### config.mk
export PLATFORM = sky130hd
export DESIGN_NAME = matmul_sequencer
export DESIGN_NICKNAME = d
export VERILOG_FILES = /design/src/rtl/matmul_sequencer.sv
export SDC_FILE = /design/constraint.sdc
export NUM_CORES = 1
export LEC_CHECK = 0
export BUFFER_PORTS_ARGS = -buffer_cell sky130_fd_sc_hd__buf_2
export CORE_MARGIN = 5
export CORE_UTILIZATION = 55
export DETAILED_ROUTE_END_ITERATION = 7
export GPL_ROUTABILITY_DRIVEN = 0
export HOLD_SLACK_MARGIN = 0.15
export PLACE_DENSITY = 0.84
export SLEW_MARGIN = 20
export SYNTH_ARGS = -nofsm -noshare
export SYNTH_HDL_FRONTEND = slang
export SYNTH_SLANG_ARGS = --single-unit
### constraint.sdc
create_clock -name clk -period 3.6 [get_ports clk]
set_clock_uncertainty 0.1 [all_clocks]
set_input_delay 0.36 -clock clk [delete_from_list [all_inputs] [get_ports clk]]
set_output_delay 0.36 -clock clk [all_outputs]
set_load 0.01 [all_outputs]
### src/rtl/matmul_sequencer.sv
// matmul_sequencer: start/busy/done command sequencer for the systolic matmul array.
// Generates shift/line-switch timing for arbitrary dims and delayed bulk-write strobes.
module matmul_sequencer #(
    parameter int LANES  = 8,
    parameter int NUM_RF = 4,
    parameter int RF_W   = 2,
    parameter int PG_W   = 2,
    parameter int DIM_W  = 9,
    parameter int WB_LAT = 1
) (
    input  logic                 clk,
    input  logic                 rst_n,
    input  logic                 enable_i,
    input  logic                 start_i,
    input  logic [RF_W+PG_W-1:0] x_page_i,
    input  logic [RF_W+PG_W-1:0] w_page_i,
    input  logic [RF_W+PG_W-1:0] y_page_i,
    input  logic [2:0]           cfg_i,
    input  logic [DIM_W-1:0]     dim_k_i,
    input  logic [DIM_W-1:0]     dim_n_i,
    input  logic [DIM_W-1:0]     dim_m_i,
    input  logic [LANES-1:0]     clear_out_i,
    output logic                 busy_o,
    output logic                 done_o,
    output logic                 err_o,
    output logic                 shift_en_o,
    output logic [NUM_RF-1:0]    rf_switch_o,
    output logic [NUM_RF-1:0]    rf_bulk_we_o,
    output logic [LANES-1:0]     y_valid_o,
    output logic [RF_W+PG_W-1:0] x_page_q_o,
    output logic [RF_W+PG_W-1:0] w_page_q_o,
    output logic [RF_W+PG_W-1:0] y_page_q_o,
    output logic [2:0]           cfg_q_o
);
    localparam int DR_W = $clog2(2*LANES+WB_LAT);
    localparam logic [DR_W-1:0] DR_LAST = DR_W'(2*LANES+WB_LAT-1);

    typedef enum logic [1:0] {IDLE, STREAM, DRAIN, DONE} state_t;

    state_t                 state_q, state_d;
    logic [DIM_W-1:0]       wc_q, wc_d, wl_q, wl_d, xl_q, xl_d;
    logic [DIM_W-1:0]       dk_q, dk_d, dn_q, dn_d, dm_q, dm_d;
    logic [DR_W-1:0]        dc_q, dc_d;
    logic                   err_d;
    logic [RF_W+PG_W-1:0]   xp_d, wp_d, yp_d;
    logic [2:0]             cfg_d;
    logic [LANES-1:0]       yv_q [WB_LAT];
    logic                   w_sw, x_sw, conflict;
    logic [RF_W-1:0]        xr, wr, yr;

    assign xr = x_page_q_o[RF_W+PG_W-1:PG_W];
    assign wr = w_page_q_o[RF_W+PG_W-1:PG_W];
    assign yr = y_page_q_o[RF_W+PG_W-1:PG_W];
    assign w_sw = wc_q == dk_q;
    assign x_sw = w_sw && wl_q == dn_q;
    assign conflict = x_page_i[RF_W+PG_W-1:PG_W] == w_page_i[RF_W+PG_W-1:PG_W] ||
                      y_page_i[RF_W+PG_W-1:PG_W] == x_page_i[RF_W+PG_W-1:PG_W] ||
                      y_page_i[RF_W+PG_W-1:PG_W] == w_page_i[RF_W+PG_W-1:PG_W];
    assign busy_o = state_q == STREAM || state_q == DRAIN;
    assign done_o = state_q == DONE;
    assign shift_en_o = state_q == STREAM;
    assign y_valid_o = yv_q[WB_LAT-1];

    always_comb begin
        state_d = state_q;
        wc_d = wc_q;
        wl_d = wl_q;
        xl_d = xl_q;
        dk_d = dk_q;
        dn_d = dn_q;
        dm_d = dm_q;
        dc_d = dc_q;
        err_d = err_o;
        xp_d = x_page_q_o;
        wp_d = w_page_q_o;
        yp_d = y_page_q_o;
        cfg_d = cfg_q_o;
        case (state_q)
            IDLE: if (start_i) begin
                err_d = conflict;
                if (!conflict) begin
                    xp_d = x_page_i;
                    wp_d = w_page_i;
                    yp_d = y_page_i;
                    cfg_d = cfg_i;
                    dk_d = dim_k_i;
                    dn_d = dim_n_i;
                    dm_d = dim_m_i;
                    state_d = STREAM;
                end
            end
            STREAM: begin
                // Wrapping on the final cell leaves every counter at 0 for the next command
                wc_d = w_sw ? '0 : wc_q + 1'b1;
                wl_d = w_sw ? (wl_q == dn_q ? '0 : wl_q + 1'b1) : wl_q;
                xl_d = x_sw ? (xl_q == dm_q ? '0 : xl_q + 1'b1) : xl_q;
                if (x_sw && xl_q == dm_q) begin
                    state_d = DRAIN;
                    dc_d = '0;
                end
            end
            DRAIN: begin
                dc_d = dc_q + 1'b1;
                state_d = dc_q == DR_LAST ? DONE : DRAIN;
            end
            default: state_d = IDLE;
        endcase
    end

    always_comb begin
        rf_switch_o = '0;
        if (shift_en_o) begin
            rf_switch_o[xr] = cfg_q_o[0] ? w_sw : x_sw;
            rf_switch_o[wr] = cfg_q_o[0] ? x_sw : w_sw;
        end
        rf_bulk_we_o = '0;
        rf_bulk_we_o[yr] = busy_o && |y_valid_o;
    end

    always_ff @(posedge clk or negedge rst_n) begin
        if (!rst_n) begin
            state_q <= IDLE;
            wc_q <= '0;
            wl_q <= '0;
            xl_q <= '0;
            dk_q <= '0;
            dn_q <= '0;
            dm_q <= '0;
            dc_q <= '0;
            err_o <= 1'b0;
            x_page_q_o <= '0;
            w_page_q_o <= '0;
            y_page_q_o <= '0;
            cfg_q_o <= '0;
            for (int i = 0; i < WB_LAT; i++) yv_q[i] <= '0;
        end else if (enable_i) begin
            state_q <= state_d;
            wc_q <= wc_d;
            wl_q <= wl_d;
            xl_q <= xl_d;
            dk_q <= dk_d;
            dn_q <= dn_d;
            dm_q <= dm_d;
            dc_q <= dc_d;
            err_o <= err_d;
            x_page_q_o <= xp_d;
            w_page_q_o <= wp_d;
            y_page_q_o <= yp_d;
            cfg_q_o <= cfg_d;
            yv_q[0] <= clear_out_i;
            for (int i = 1; i < WB_LAT; i++) yv_q[i] <= yv_q[i-1];
        end
    end
endmodule

== Word-level counts from Yosys, hierarchy flattened ==
Cells that the tools add are included.
Cells by class
  mux-type cells: 20
  bitwise gates (word level): 3
  reductions and logical operators: 19
  eq/ne operators: 13
  $lt $le $gt $ge: 6
  add/sub/neg operators: 4
Operator list (count)
  $add A9 B1 Y9 const B: 3
  $eq A9 B9 Y1: 3
  $mux W9: 3
  $reduce_and A3 Y1: 4
  $pmux W5 S2: 1
  $lt A2 B3 Y1 const B: 3
  $and A4 B4 Y4: 2
  $reduce_and A4 Y1: 2
  $reduce_or A8 Y1: 1
  $demux W1 S2: 3
  $eq A2 B2 Y1: 3
  $ge A2 B1 Y1 const B: 3
  $logic_and A1 B1 Y1: 6
  $mux W1: 6
  $mux W2: 3
  $pmux W2 S3: 1
  $add A5 B1 Y5 const B: 1
  $eq A5 B5 Y1 const B: 1
  $mux W5: 1
  $bwmux W4: 1
  $eq A2 B2 Y1 const B: 2
  $mux W4: 1
  $ne A2 B2 Y1 const B: 2
  $logic_or A1 B1 Y1: 3
  6 further kinds: 6
Storage, ports and cells
  register bits: 85
  logic and storage cells: 79
  output and inout bits: 35
  input bits: 54

== Logic depth before layout (Yosys ltp) ==
Gate-level depths: netlist of run 1.
  depth in word-level cells: 7
  mapped depth: 9
  mapped depth without buffers: 7

== Worst setup path after synthesis of run 1 ==
OpenSTA, ideal clock, no wires.
  path type: flip-flop to flip-flop
  start: reg wc_q[5]
  end: reg xl_q[7]
  library setup time: 69 ps
  cell stages (with the launch flop): 8
  setup slack: 908 ps
  clock period less this slack: 2692 ps
  data arrival time: 2523 ps
  cell sequence: dfrtp_1 > xor2_1 > or4_4 > or4_1 > buf_2 > or2_1 > or4_1 > nand3_1
On the way
  cells in the longest elaborated chain, start to end: 3
Ends and longest elaborated chain
  start, declared: line 41  | logic [DIM_W-1:0] wc_q, wc_d, wl_q, wl_d, xl_q, xl_d;
  start signal, assigned: line 138  | wc_q <= wc_d;
  $eq A9 B9 Y1: line 54  | assign w_sw = wc_q == dk_q;
  $logic_and A1 B1 Y1: line 55  | assign x_sw = w_sw && wl_q == dn_q;
  $reduce_and A3 Y1 (no source line)
  end signal, assigned: line 140  | xl_q <= xl_d;
  end, declared: line 41
Every way passes these cells.
A chain may end at the register's enable or synchronous reset.

== Worst setup path after layout of run 1 ==
  start: reg wc_q[5]
  end: out rf_switch_o[2]
On the way
  cells in the longest elaborated chain, start to end: 6
Ends and longest elaborated chain
  $eq A9 B9 Y1 (*): line 54
  $logic_and A1 B1 Y1: line 55
  $mux W1: line 113  | rf_switch_o[xr] = cfg_q_o[0] ? w_sw : x_sw;
  $and A4 B4 Y4 (no source line)
  $bwmux W4 (*): line 114  | rf_switch_o[wr] = cfg_q_o[0] ? x_sw : w_sw;
  $mux W4 (*): line 112  | if (shift_en_o) begin
  end, declared: line 27  | output logic [NUM_RF-1:0] rf_switch_o,
Mark *: on every way between the ends. The rest lies on a longest branch, timed or not.

==> results of run 1 <==
[power breakdown]
part / internal, mW / total, mW / leakage [nW] / switching [mW]
sequential: 1.27 / 1.57 / 1.04 / 0.302
combinational: 0.636 / 1.24 / 1.34 / 0.607
clock: 0.250 / 0.604 / 0.0860 / 0.354
[cells in the final DEF (no fill, tap or decap), drive strengths merged]
master,count
buf,91
dfrtp,85
mux2,51
dlygate4sd3,45
nand2,33
o21ai,27
nand3,26
xor2,25
nor2,22
a21oi,12
xnor2,11
nand2b,10
ha,10
clkbuf,10
inv,9
o31ai,8
nor3,6
nor4,6
or3,6
nand4,6
and3,5
clkinv,5
nor3b,4
or4,4
and2,3
a221o,3
a41oi,2
a22o,2
nand3b,2
o2bb2ai,2
or2,2
nand4b,1
o211ai,1
and4,1
a21o,1
a31oi,1
a22oi,1
nor4b,1
o22ai,1
clkinvlp,1
[registers in the layout, summed over array words and instances (netlist names)]
register,count
dm_q,9
wc_q,9
w_page_q_o,4
state_q,2
dc_q,5
dk_q,9
dn_q,9
xl_q,9
y_valid_o,8
err_o,1
cfg_q_o,3
y_page_q_o,4
wl_q,9
x_page_q_o,4
[routing by layer]
metal	track usage	share of wire	routed length (µm)	up-vias
li1	-	-	-	1710
met1	0.274	0.41	4360	1762
met3	0.0609	0.060	638	26
met5	0	0	0	-
met4	0.0945	0.023	242	0
met2	0.386	0.50	5320	116
[synth_stat cells (all sizes together), types with 3 or more instances]
cell,number
xnor2,11
nor4,6
or4,4
clkbuf,10
ha,10
or3,6
xor2,25
o31ai,8
nor3,6
nor2,22
inv,9
nand2b,10
nand3,26
nor3b,4
and3,5
nand2,33
and2,3
o21ai,27
mux2,51
nand4,6
a221o,3
dfrtp,85
a21oi,12
[worst paths after layout]
check / start / to / slack (ns) / cells past startpoint
worst max-delay path: wc_q[5] / rf_switch_o[2] / 0.50 / 6
worst min-delay path: x_page_i[3] / x_page_q_o[3] / 0.17 / 3
worst max register to register: wc_q[5] / dc_q[3] / 0.59 / 6
worst min register to register: w_page_q_o[0] / w_page_q_o[0] / 0.41 / 1
max in group asynchronous: rst_n / wc_q[8] / 2.37 / 2
min in group asynchronous: rst_n / dm_q[2] / 0.52 / 2
[worst reg2reg max path, stage by stage (launching register included)]
cell	delay (ns)
dfrtp_1	0.44
xor2_1	0.18
nor4_1	0.51
nand4_1	0.31
nor3b_1	0.71
a21oi_1	0.25
a221o_1	0.40
[kinds of logic (layout without fill, tap and decap cells)]
kind of cell / after synthesis / in the layout
AO/OA/AOI/OAI: 61 / 61
adder cells (fa/ha/maj): 10 / 10
AND/OR/NAND/NOR: 138 / 138
buffers and inverters: 20 / 161
multiplexers: 51 / 51
flip-flops: 85 / 85
XOR/XNOR: 36 / 36
[metrics by stage]
step | area (µm²) | setup WS (ns) | utilization | instances | power (mW)
2_1_floorplan | 4300 | 0.908 | - | 401 | 2.35
3_3_place_gp | 4860 | 0.698 | 0.632 | 583 | 2.68
3_5_place_dp | 4860 | 0.643 | 0.632 | 583 | 2.77
4_1_cts | 5480 | 0.530 | 0.712 | 644 | 3.40
5_1_grt | 5480 | 0.347 | 0.713 | 644 | 3.65
6_report | 5480 | 0.504 | 0.713 | 644 | 3.42
[layout make-up]
cell class / count / area, µm²
sequential: 85 / 2130
clock buffer: 10 / 128
multi-input combinational: 296 / 2100
inverter: 9 / 33.8
tap: 102 / 128
clock inverter: 6 / 40.0
fill: 532 / 2210
timing repair buffer: 136 / 920
==> results.md, run 1 <==
* Top_reg_cell synth: dfrtp_1
* Layout area overhead at 27.4%
* Post-CTS sizing at 0
* PwrDens at 624 nW/µm²
* Skew-Pair Late Insertion Delay at ~0.37 ns
* Max_slew headroom at 0.404
* Port-buffer cells at between 80 and 90
* MaxCap Viol Count at 0
* Cell chain of the critical path: xor2_1 -> or4_4 -> nor3_1 -> nand2_1 -> a21oi_1 -> buf_2
* Clk slew on worst S/H paths at approximately 0.080 ns
* Worst path required time at 3.14 ns
* CP delay by family, top: simple AND/OR/NAND/NOR gates
* 1st-iter DRT viols at between 100 and 150
* DRC Markers at 0
* CP Max Fanout at 5
* Slowest stage delay, CP at approximately 0.55 ns
* Vias in the first global route at approximately 3800
* N_diodes at 0
* Final WL at 10600 µm
* Yosys top cell area share at 0.495
* Via count at between 3000 and 4000
* Clock sink total at between 80 and 90
* Final Cycle Share at 0.860
* Crit start category: flip-flop
* Worst Setup Path Type: flip-flop to primary output
* Number of synthesized flops with an enable pin at 0
* Worst VDD drop at about 0.00051 V
* Fin. Hold Viols at 0
* 1st-pass router iterations at 5
* Antenna violations before repair at 0
* Final setup viols at 0
* Largest area contributor in the netlist: dfrtp_1
* Setup TNS at 0 ns
* Period minus WS final at around 3.1 ns
* Simple-gate area share of the yosys netlist at 0.165
* Synthesized area per cell at between 10 and 15 µm²
* CTS Buf Count at 9
* CTS tree: yes
* First-pass GRT wire length at 17900 µm
* Pin count of the biggest net entering global routing at 86
* Fmax at 323 MHz
* Mapped Nets at 465
* Worst-Margin Slew at 0.885 ns
* Hold Crit Class: primary input to flip-flop
* Synth warn at 0
* Synth top area cells: dfrtp_1 49%, mux2_2 13%, xor2_1 5.1%
* Layout cells sized above 1 at 0.295
* WP buf/inv at 1
* CP max stage cell: or4_4
* GRT Resource Usage Total at 0.227
* FFs w/ async S/R, synth at 1.00
* Min Hold Slack at approximately 0.17 ns
* Synth Area in Compound Gates at 0.0867
* Arr. time, crit path at between 2 and 3 ns
* Adder-cell share of the synthesized area at 0.0291
* Post-synthesis sequential area ratio at 0.495
* RSZ-0062 raised after global routing: false
* Initial Util at 0.559
* CTS hold repair buffers at 45
* Max Slew Vio Count at 0
* Core box area at approximately 7700 µm²
* Post-Syn Instances at around 400
* DIE AREA at approximately 9700 µm²
* CTS H-tree depth at 3
* Wire per inst at between 15 and 20 µm
* Die Ht at ~100 µm
* Post-route ant nets at 0
* Setup crit end kind: primary output
* Status: finished clean
* Largest family of logic cells by synthesized area: simple AND/OR/NAND/NOR gates
* I/O pin cnt at 89
* DP HPWL at 6980 µm
* XOR/XNOR Fraction of Synth Area at 0.0733
* Post-Synthesis Cell Area at roughly 4300 µm²
* Leakage at roughly 2.5 nW
* Post-CTS setup buffers at 0
* Post-synthesis mux area share at 0.134
* Die X-Extent at 98.4 µm
* FP Rows at 32
* Layout Nets at ~600
* Seq cells post-synth at 85
* Synth cell types at 39
* Root Driver: clkbuf_8
* Deepest clock path buffer count at 2
* Overflow after GRT at 0
* Vias per cell at 5.61
(Power assumes the default switching activity.)
==> run 2: changes to the inputs <==
Settings changed: ABC_AREA set to 1, CAP_MARGIN set to 20, CORE_UTILIZATION 55 to 56, MAX_ROUTING_LAYER set to met4, PLACE_DENSITY 0.84 to 0.85.
==> run 2 against run 1 <==
Compared with the run above:
- sequential power about the same
- power up 2.5%
- area after synthesis up 7.7%
- synthesized cell count up 49%
- register-to-register slack better by 0.73 ns
- critical path type unchanged
- critical endpoint is now rf_switch_o[0]
- largest cell class unchanged
==> results.md, run 2 <==
* Post-CTS setup buffers at 0 (unchanged)
* PwrDens at 607 nW/µm² (-2.6%)
* 1st-pass router iterations at 7 (+2)
* Synth top cells by count: 200 x nand2_1, 85 x dfrtp_1, 68 x inv_1
* Fmax at 382 MHz (+18%)
* Via count at 4241 (+17%)
* First-pass GRT wire length at 18800 µm (+4.8%)
* Worst path required time at 3.14 ns (about the same)
* Final Cycle Share at 0.727 (-0.133)
* Leakage at 2.98 nW (+20%)
* Die Ht at 101 µm (+2.5%)
* Adder-cell share of the synthesized area at 0.0270 (-0.00207)
* Post-route ant nets at 0 (unchanged)
* Initial Util at 0.569 (+0.00974)
* GRT Resource Usage Total at 0.236 (+0.00831)
* DIE AREA at 10200 µm² (+5.1%)
* DP HPWL at 7500 µm (+7.4%)
* Min Hold Slack at 0.175 ns (+0.000672 ns)
* Hold path cells at 3 (unchanged)
* Top_reg_cell synth: dfrtp_1
* Overflow after GRT at 0 (unchanged)
* Synthesized area per cell at 7.74 µm² (-28%)
* Max_slew headroom at 0.492 (+0.0878)
* Post-synthesis mux area share at 0 (-0.134)
* Clk network pwr share at 0.197 (+0.020)
* Status: finished clean
* R2R depth at 8 (+2)
* Layout area overhead at 24.6%
* XOR/XNOR Fraction of Synth Area at 0.0492 (-0.0241)
* Clk slew on worst S/H paths at 0.09 ns (about the same)
* Layout Nets at 793 (+32%)
* Port-buffer cells at 88 (unchanged)
* Cell Int Power at 2.11 mW (-1.9%)
* Deepest clock path buffer count at 2 (unchanged)
* Arr. time, crit path at 2.16 ns (-0.48 ns)
* WP buf/inv at 2 (+1)
* Layout cells sized above 1 at 0.184 (-0.111)
* Mapped Nets at 662 (+42%)
* FP Rows at 33 (+3.1%)
* MaxCap Viol Count at 0 (unchanged)
* CP delay by family, top: simple AND/OR/NAND/NOR gates
* Largest area contributor in the netlist: dfrtp_1
* Vias per cell at 5.05 (-9.9%)
* Psw at 1.39 mW (+10%)
* Antenna violations before repair at 0 (unchanged)
* Number of synthesized flops with an enable pin at 0 (unchanged)
* Post-Syn Instances at 598 (+49%)
* Synth warn at 0 (unchanged)
* Final setup viols at 0 (unchanged)
* DP Area at 5110 µm² (+5.3%)
* Combinational Power Share at 0.363 (about the same)
* I/O pin cnt at 89 (unchanged)
* Most common cell after layout, fill and taps aside: nand2_1
* Fin. Hold Viols at 0 (unchanged)
* Period minus WS final at 2.62 ns (-0.479 ns)
* FF-to-FF setup slack at 1.32 ns (+0.73 ns)
* Simple-gate area share of the yosys netlist at 0.303 (+0.138)
* Slack of the critical path at 0.983 ns (+0.479 ns)
* Worst VDD drop at 0.000467 V (-9.3%)
* Most used cell along the critical path: nand2_1
* Reg2reg start: state_q[1]
* Post-synthesis sequential area ratio at 0.459 (-0.0352)
* CP max stage cell: dfrtp_1
* Synth Area in Compound Gates at 0.0727 (-0.0140)
* Worst-Margin Slew at 0.762 ns (-0.124 ns)
* Clock sink total at 85 (unchanged)
* Largest family of logic cells by synthesized area: simple AND/OR/NAND/NOR gates
* FFs w/ async S/R, synth at 1.00 (unchanged)
* DRC Markers at 0 (unchanged)
* Final WL at 10900 µm (+3.2%)
* Commonest cells after routing, fill and taps aside: 200 x nand2_1, 87 x buf_2, 85 x dfrtp_1
* Vias in the first global route at 4210 (+11%)
* Max Slew Vio Count at 0 (unchanged)
* Sw frac at 0.397 (+0.0271)
* Yosys top cell area share at 0.459 (-0.0352)
* N_diodes at 0 (unchanged)
* Skew-Pair Late Insertion Delay at 0.36 ns (about the same)
* Seq cells post-synth at 85 (unchanged)
* Pre-CTS setup slack at 1.34 ns (+0.702 ns)
* CTS Buf Count at 9 (unchanged)
* 1st-iter DRT viols at 245 (+76%)
* Setup crit end kind: primary output
* Reg-to-Reg End: dk_q[0]
* Core Util, Final at 0.709 (-0.00362)
* Hold Startpoint: y_page_i[2]
* Root Driver: clkbuf_8
* Top-count cell post-synth: nand2_1
* Slowest stage delay, CP at 0.43 ns (-0.12 ns)
* Die X-Extent at 101 µm (+2.5%)
* Post-Synthesis Cell Area at 4630 µm² (+7.7%)
* Wire per inst at 13.0 µm (-21%)
* CTS tree: yes
* Worst Setup Path Type: flip-flop to primary output
* Pin count of the biggest net entering global routing at 86 (unchanged)
* Hold Crit Class: primary input to flip-flop
* WHS Endpoint: y_page_q_o[2]
* Synth top area cells: dfrtp_1 46%, nand2_1 16%, inv_1 5.5%
* Crit start category: flip-flop
* Core box area at 8130 µm² (+5.8%)
* Post-route cell area at 5770 µm² (+5.3%)
* Synth cell types at 36 (-7.7%)
* RSZ-0062 raised after global routing: false
* Seq pwr share at 0.440 (-0.020)
* CP Max Fanout at 6 (+1)
* Cell chain of the critical path: inv_2 -> nand2_1 -> and2_1 -> nand2_1 -> nor2_1 -> nand3_1 -> nand2_1 -> nand3_1 -> a21oi_1 -> buf_2
* CTS H-tree depth at 3 (unchanged)
* Setup TNS at 0 ns (unchanged)
[run 2: cell families (layout without fill, tap and decap cells)]
| kind of cell | count (synthesis) | count (layout) |
|---|---|---|
| and+or+nand+nor | 320 | 320 |
| buffers and inverters | 94 | 230 |
| DFF | 85 | 85 |
| AOI/OAI and AO/OA | 63 | 63 |
| xor gates and xnor gates | 26 | 26 |
| adders and majority gates | 10 | 10 |
[run 2: layout make-up]
class	count	area [µm²]
fill	623	2360
sequential	85	2130
multi-input combinational	419	2100
timing repair buffer	135	912
inverter	79	302
clock buffer	11	141
tap	105	131
clock inverter	5	60.1
[run 2: timing repair]
item                      in CTS  in global routing
gates resized for setup        0                  0
hold endpoints to repair     129                  0
hold buffers                  45                  0
[run 2: how the worst max path moves through the flow]
stage | startpoint | to | slack (ns) | cells past startpoint
after floorplan | wc_q[0] | rf_switch_o[0] | 1.75 | 7
after detailed placement | state_q[0] | dm_q[5] | 1.34 | 8
final | wl_q[4] | rf_switch_o[0] | 0.98 | 10
after CTS | wl_q[4] | rf_switch_o[0] | 0.98 | 10
after global routing | wl_q[1] | rf_switch_o[3] | 0.85 | 11
after global placement | enable_i | w_page_q_o[0] | 1.44 | 7
[run 2: power groups by stage]
stage               Sequential (mW)  Clock, mW  Combinational (mW)
floorplan                      1.53          0               0.823
global placement               1.54          0                1.17
detailed placement             1.55          0                1.23
CTS                            1.54      0.703                1.27
global route                   1.59      0.745                1.44
finish                         1.54      0.690                1.27
[run 2: layer usage]
| layer | GRT usage | share of wire | up-vias |
|---|---|---|---|
| met4 | 0.0634 | 0.015 | 0 |
| met2 | 0.385 | 0.49 | 133 |
| met3 | 0.0526 | 0.061 | 12 |
| met5 | - | 0 | - |
| met1 | 0.297 | 0.44 | 1956 |
| li1 | - | - | 2140 |
[run 2: stage by stage]
step / std cells / power [mW]
after floorplan: 598 / 2.36
after global placement: 778 / 2.71
after detailed placement: 778 / 2.78
after CTS: 839 / 3.51
after global routing: 839 / 3.77
final: 839 / 3.50
[run 2: worst min-delay path: cells and delay by family]
| family | cells | cell delay [ns] |
|---|---|---|
| compound gates | 1 | 0.06 |
| simple gates | 1 | 0.06 |
| buf+inv | 1 | 0.12 |
==> run 3: changes to the inputs <==
Settings changed: CORE_UTILIZATION 56 to 50, PLACE_DENSITY 0.85 to 0.8.
Clock period 3.6 ns to 2.3 ns, I/O delays scaled along.
==> run 3 against run 2 <==
Compared with the run above:
- final cell count is 4.1% higher
- hold slack better by 0.0039 ns
- clock power is 44% higher
- cell area is 5.5% higher
- sequential share of layout area is 1.9 points lower
- core utilization is 4.4 points lower
==> results.md, run 3 (same netlist as run 2, synthesis figures left out) <==
* Status: finished clean
* Antenna violations before repair at 0 (unchanged)
* Reg2reg start: state_q[1]
* Pin count of the biggest net entering global routing at 43 (-50%)
* Cell Int Power at 3.27 mW (+55%)
* Layout area overhead at 31.4%
* Post-route ant nets at 0 (unchanged)
* Wire per inst at 13.6 µm (+5.0%)
* Layout Nets at 821 (+3.5%)
* Vias per cell at 5.05 (-0.11%)
* Overflow after GRT at 0 (unchanged)
* Clk slew on worst S/H paths at 0.10 ns (about the same)
* I/O pin cnt at 89 (unchanged)
* Worst path required time at 1.97 ns (-1.17 ns)
* Clk network pwr share at 0.177 (-0.020)
* Vias in the first global route at 4283 (+1.7%)
* Commonest cells after routing, fill and taps aside: 197 x nand2_1, 87 x buf_2, 85 x dfrtp_1
* Busiest grt layer: met2
* GRT Resource Usage Total at 0.215 (-0.0204)
* Leakage at 3.11 nW (+4.2%)
* 1st-pass router iterations at 6 (-1)
* Hold path cells at 3 (unchanged)
* CP Max Fanout at 4 (-2)
* Min Hold Slack at 0.179 ns (+0.00393 ns)
* Most common cell after layout, fill and taps aside: nand2_1
* DP HPWL at 7770 µm (+3.6%)
* Sw frac at 0.417 (+0.0203)
* DRC Markers at 0 (unchanged)
* Hold Startpoint: enable_i
* Worst VDD drop at 0.000545 V (+17%)
* Port-buffer cells at 88 (unchanged)
* 1st-iter DRT viols at 228 (-6.9%)
* Deepest clock path buffer count at 2 (unchanged)
* Fin. Hold Viols at 0 (unchanged)
* DP Area at 5160 µm² (+0.83%)
* Final Cycle Share at 0.992
* Pre-CTS setup slack at 0.206 ns (-1.14 ns)
* Root Driver: clkbuf_8
* Worst-Margin Slew at 0.703 ns (-0.0586 ns)
* First-pass GRT wire length at 19200 µm (+2.1%)
* Core box area at 9150 µm² (+13%)
* DIE AREA at 11300 µm² (+11%)
* Fmax at approximately 440 MHz
* Reg-to-Reg End: dc_q[0]
* CTS tree: yes
* Slack of the critical path at 0.0193 ns (-0.964 ns)
* CTS H-tree depth at 3 (unchanged)
* MaxCap Viol Count at 0 (unchanged)
* Setup crit end kind: primary output
* Max_slew headroom at 0.531 (+0.0386)
* Seq pwr share at 0.430 (-0.010)
* Worst Setup Path Type: flip-flop to primary output
* WHS Endpoint: y_valid_o[4]
* Core Util, Final at 0.665 (-0.0445)
* RSZ-0062 raised after global routing: true
* CP max stage cell: dfrtp_1
* Design Power at 5.61 mW (+60%)
* Grt met2 use at 0.351 (-0.0337)
* Period minus WS final at between 2 and 2.5 ns
* R2R depth at 7 (-1)
* Hold Crit Class: primary input to flip-flop
* N_diodes at 0 (unchanged)
* Layout cells sized above 1 at 0.220 (+0.0365)
* Crit start category: flip-flop
* Post-route cell area at 6080 µm² (+5.5%)
* Die X-Extent at 106 µm (+5.3%)
* Met3 Usage GRT at 0.0364 (-0.0162)
* Final WL at 11900 µm (+9.2%)
* Skew-Pair Late Insertion Delay at 0.36 ns (about the same)
* Max Slew Vio Count at 0 (unchanged)
* FP Rows at 35 (+6.1%)
* Clock sink total at 85 (unchanged)
* Die Ht at 106 µm (+5.3%)
* FF-to-FF setup slack at 0.12 ns (-1.20 ns)
* Final setup viols at 0 (unchanged)
* Slowest stage delay, CP at 0.39 ns (-0.04 ns)
* Arr. time, crit path at 1.95 ns (-0.21 ns)
* Cell chain of the critical path: inv_2 -> nand2_1 -> nand2_1 -> nor2_2 -> inv_1 -> nor2_2 -> nand3_4 -> nand2_4 -> nand3_1 -> a21oi_2 -> buf_2
* Psw at 2.34 mW (+68%)
* Combinational Power Share at 0.393 (+0.030)
* PwrDens at 922 nW/µm² (+52%)
* Via count at 4408 (+3.9%)
* Initial Util at 0.506 (-0.0633)
* Met1 usage at 0.272 (-0.0259)
* CTS Buf Count at 9 (unchanged)
[run 3: cell types whose count changed in the layout (fill, tap and decap cells not counted), sizes merged]
cell         before  now
dlygate4sd3      45   57
bufinv            1    0
inv              78   81
clkinvlp          1    0
clkinv            4    5
buf              90  105
clkbuf           11    9
nor2             38   39
[run 3: layout make-up]
class                      count  area [µm²]
clock buffer                   9         124
clock inverter                 7        57.6
fill                         719        3070
timing repair buffer         162        1150
tap                          111         139
sequential                    85        2130
inverter                      79         302
multi-input combinational    420        2180
[run 3: how the worst max path moves through the flow]
stage | to | from | depth (start not counted)
after floorplan | wc_q[8] | state_q[1] | 10
after global placement | wc_q[8] | state_q[1] | 10
after detailed placement | rf_switch_o[2] | wl_q[6] | 10
after CTS | rf_switch_o[2] | wl_q[1] | 11
after global routing | rf_switch_o[2] | wl_q[1] | 11
final | rf_switch_o[0] | wl_q[0] | 11
[run 3: metal layers]
| metal | share of wire | wire length, µm | vias up |
|---|---|---|---|
| li1 | - | - | 2202 |
| met1 | 0.43 | 5080 | 1995 |
| met2 | 0.48 | 5670 | 180 |
| met3 | 0.070 | 839 | 31 |
| met4 | 0.027 | 322 | 0 |
| met5 | 0 | 0 | - |
[run 3: stage by stage]
step	TNS, ns	instances
6_report	0	873
5_1_grt	-0.422	873
4_1_cts	0	866
3_5_place_dp	0	787
3_3_place_gp	0	787
2_1_floorplan	0	598
[run 3: timing repair]
| action | in CTS | in global routing |
|---|---|---|
| setup endpoints to repair | 4 | 4 |
| gates resized for setup | 6 | 14 |
| gates cloned | 0 | 1 |
| setup buffers | 6 | 6 |
| pin swaps | 2 | 7 |
| hold endpoints to repair | 90 | 0 |
| hold buffers | 57 | 0 |
[run 3: worst max-delay path: cells and delay by family, from the launching register on]
| kind | cells | cell delay [ns] |
|---|---|---|
| AO/OA/AOI/OAI | 1 | 0.16 |
| buffers and inverters | 3 | 0.28 |
| flip-flops | 1 | 0.39 |
| AND/OR/NAND/NOR | 7 | 0.75 |
[run 3: power groups by stage]
stage	Clock (mW)	Combinational, mW	Sequential, mW
finish	0.991	2.21	2.41
global route	1.06	2.47	2.48
floorplan	0	1.29	2.40
CTS	1.01	2.06	2.40
detailed placement	0	1.94	2.42
global placement	0	1.86	2.40
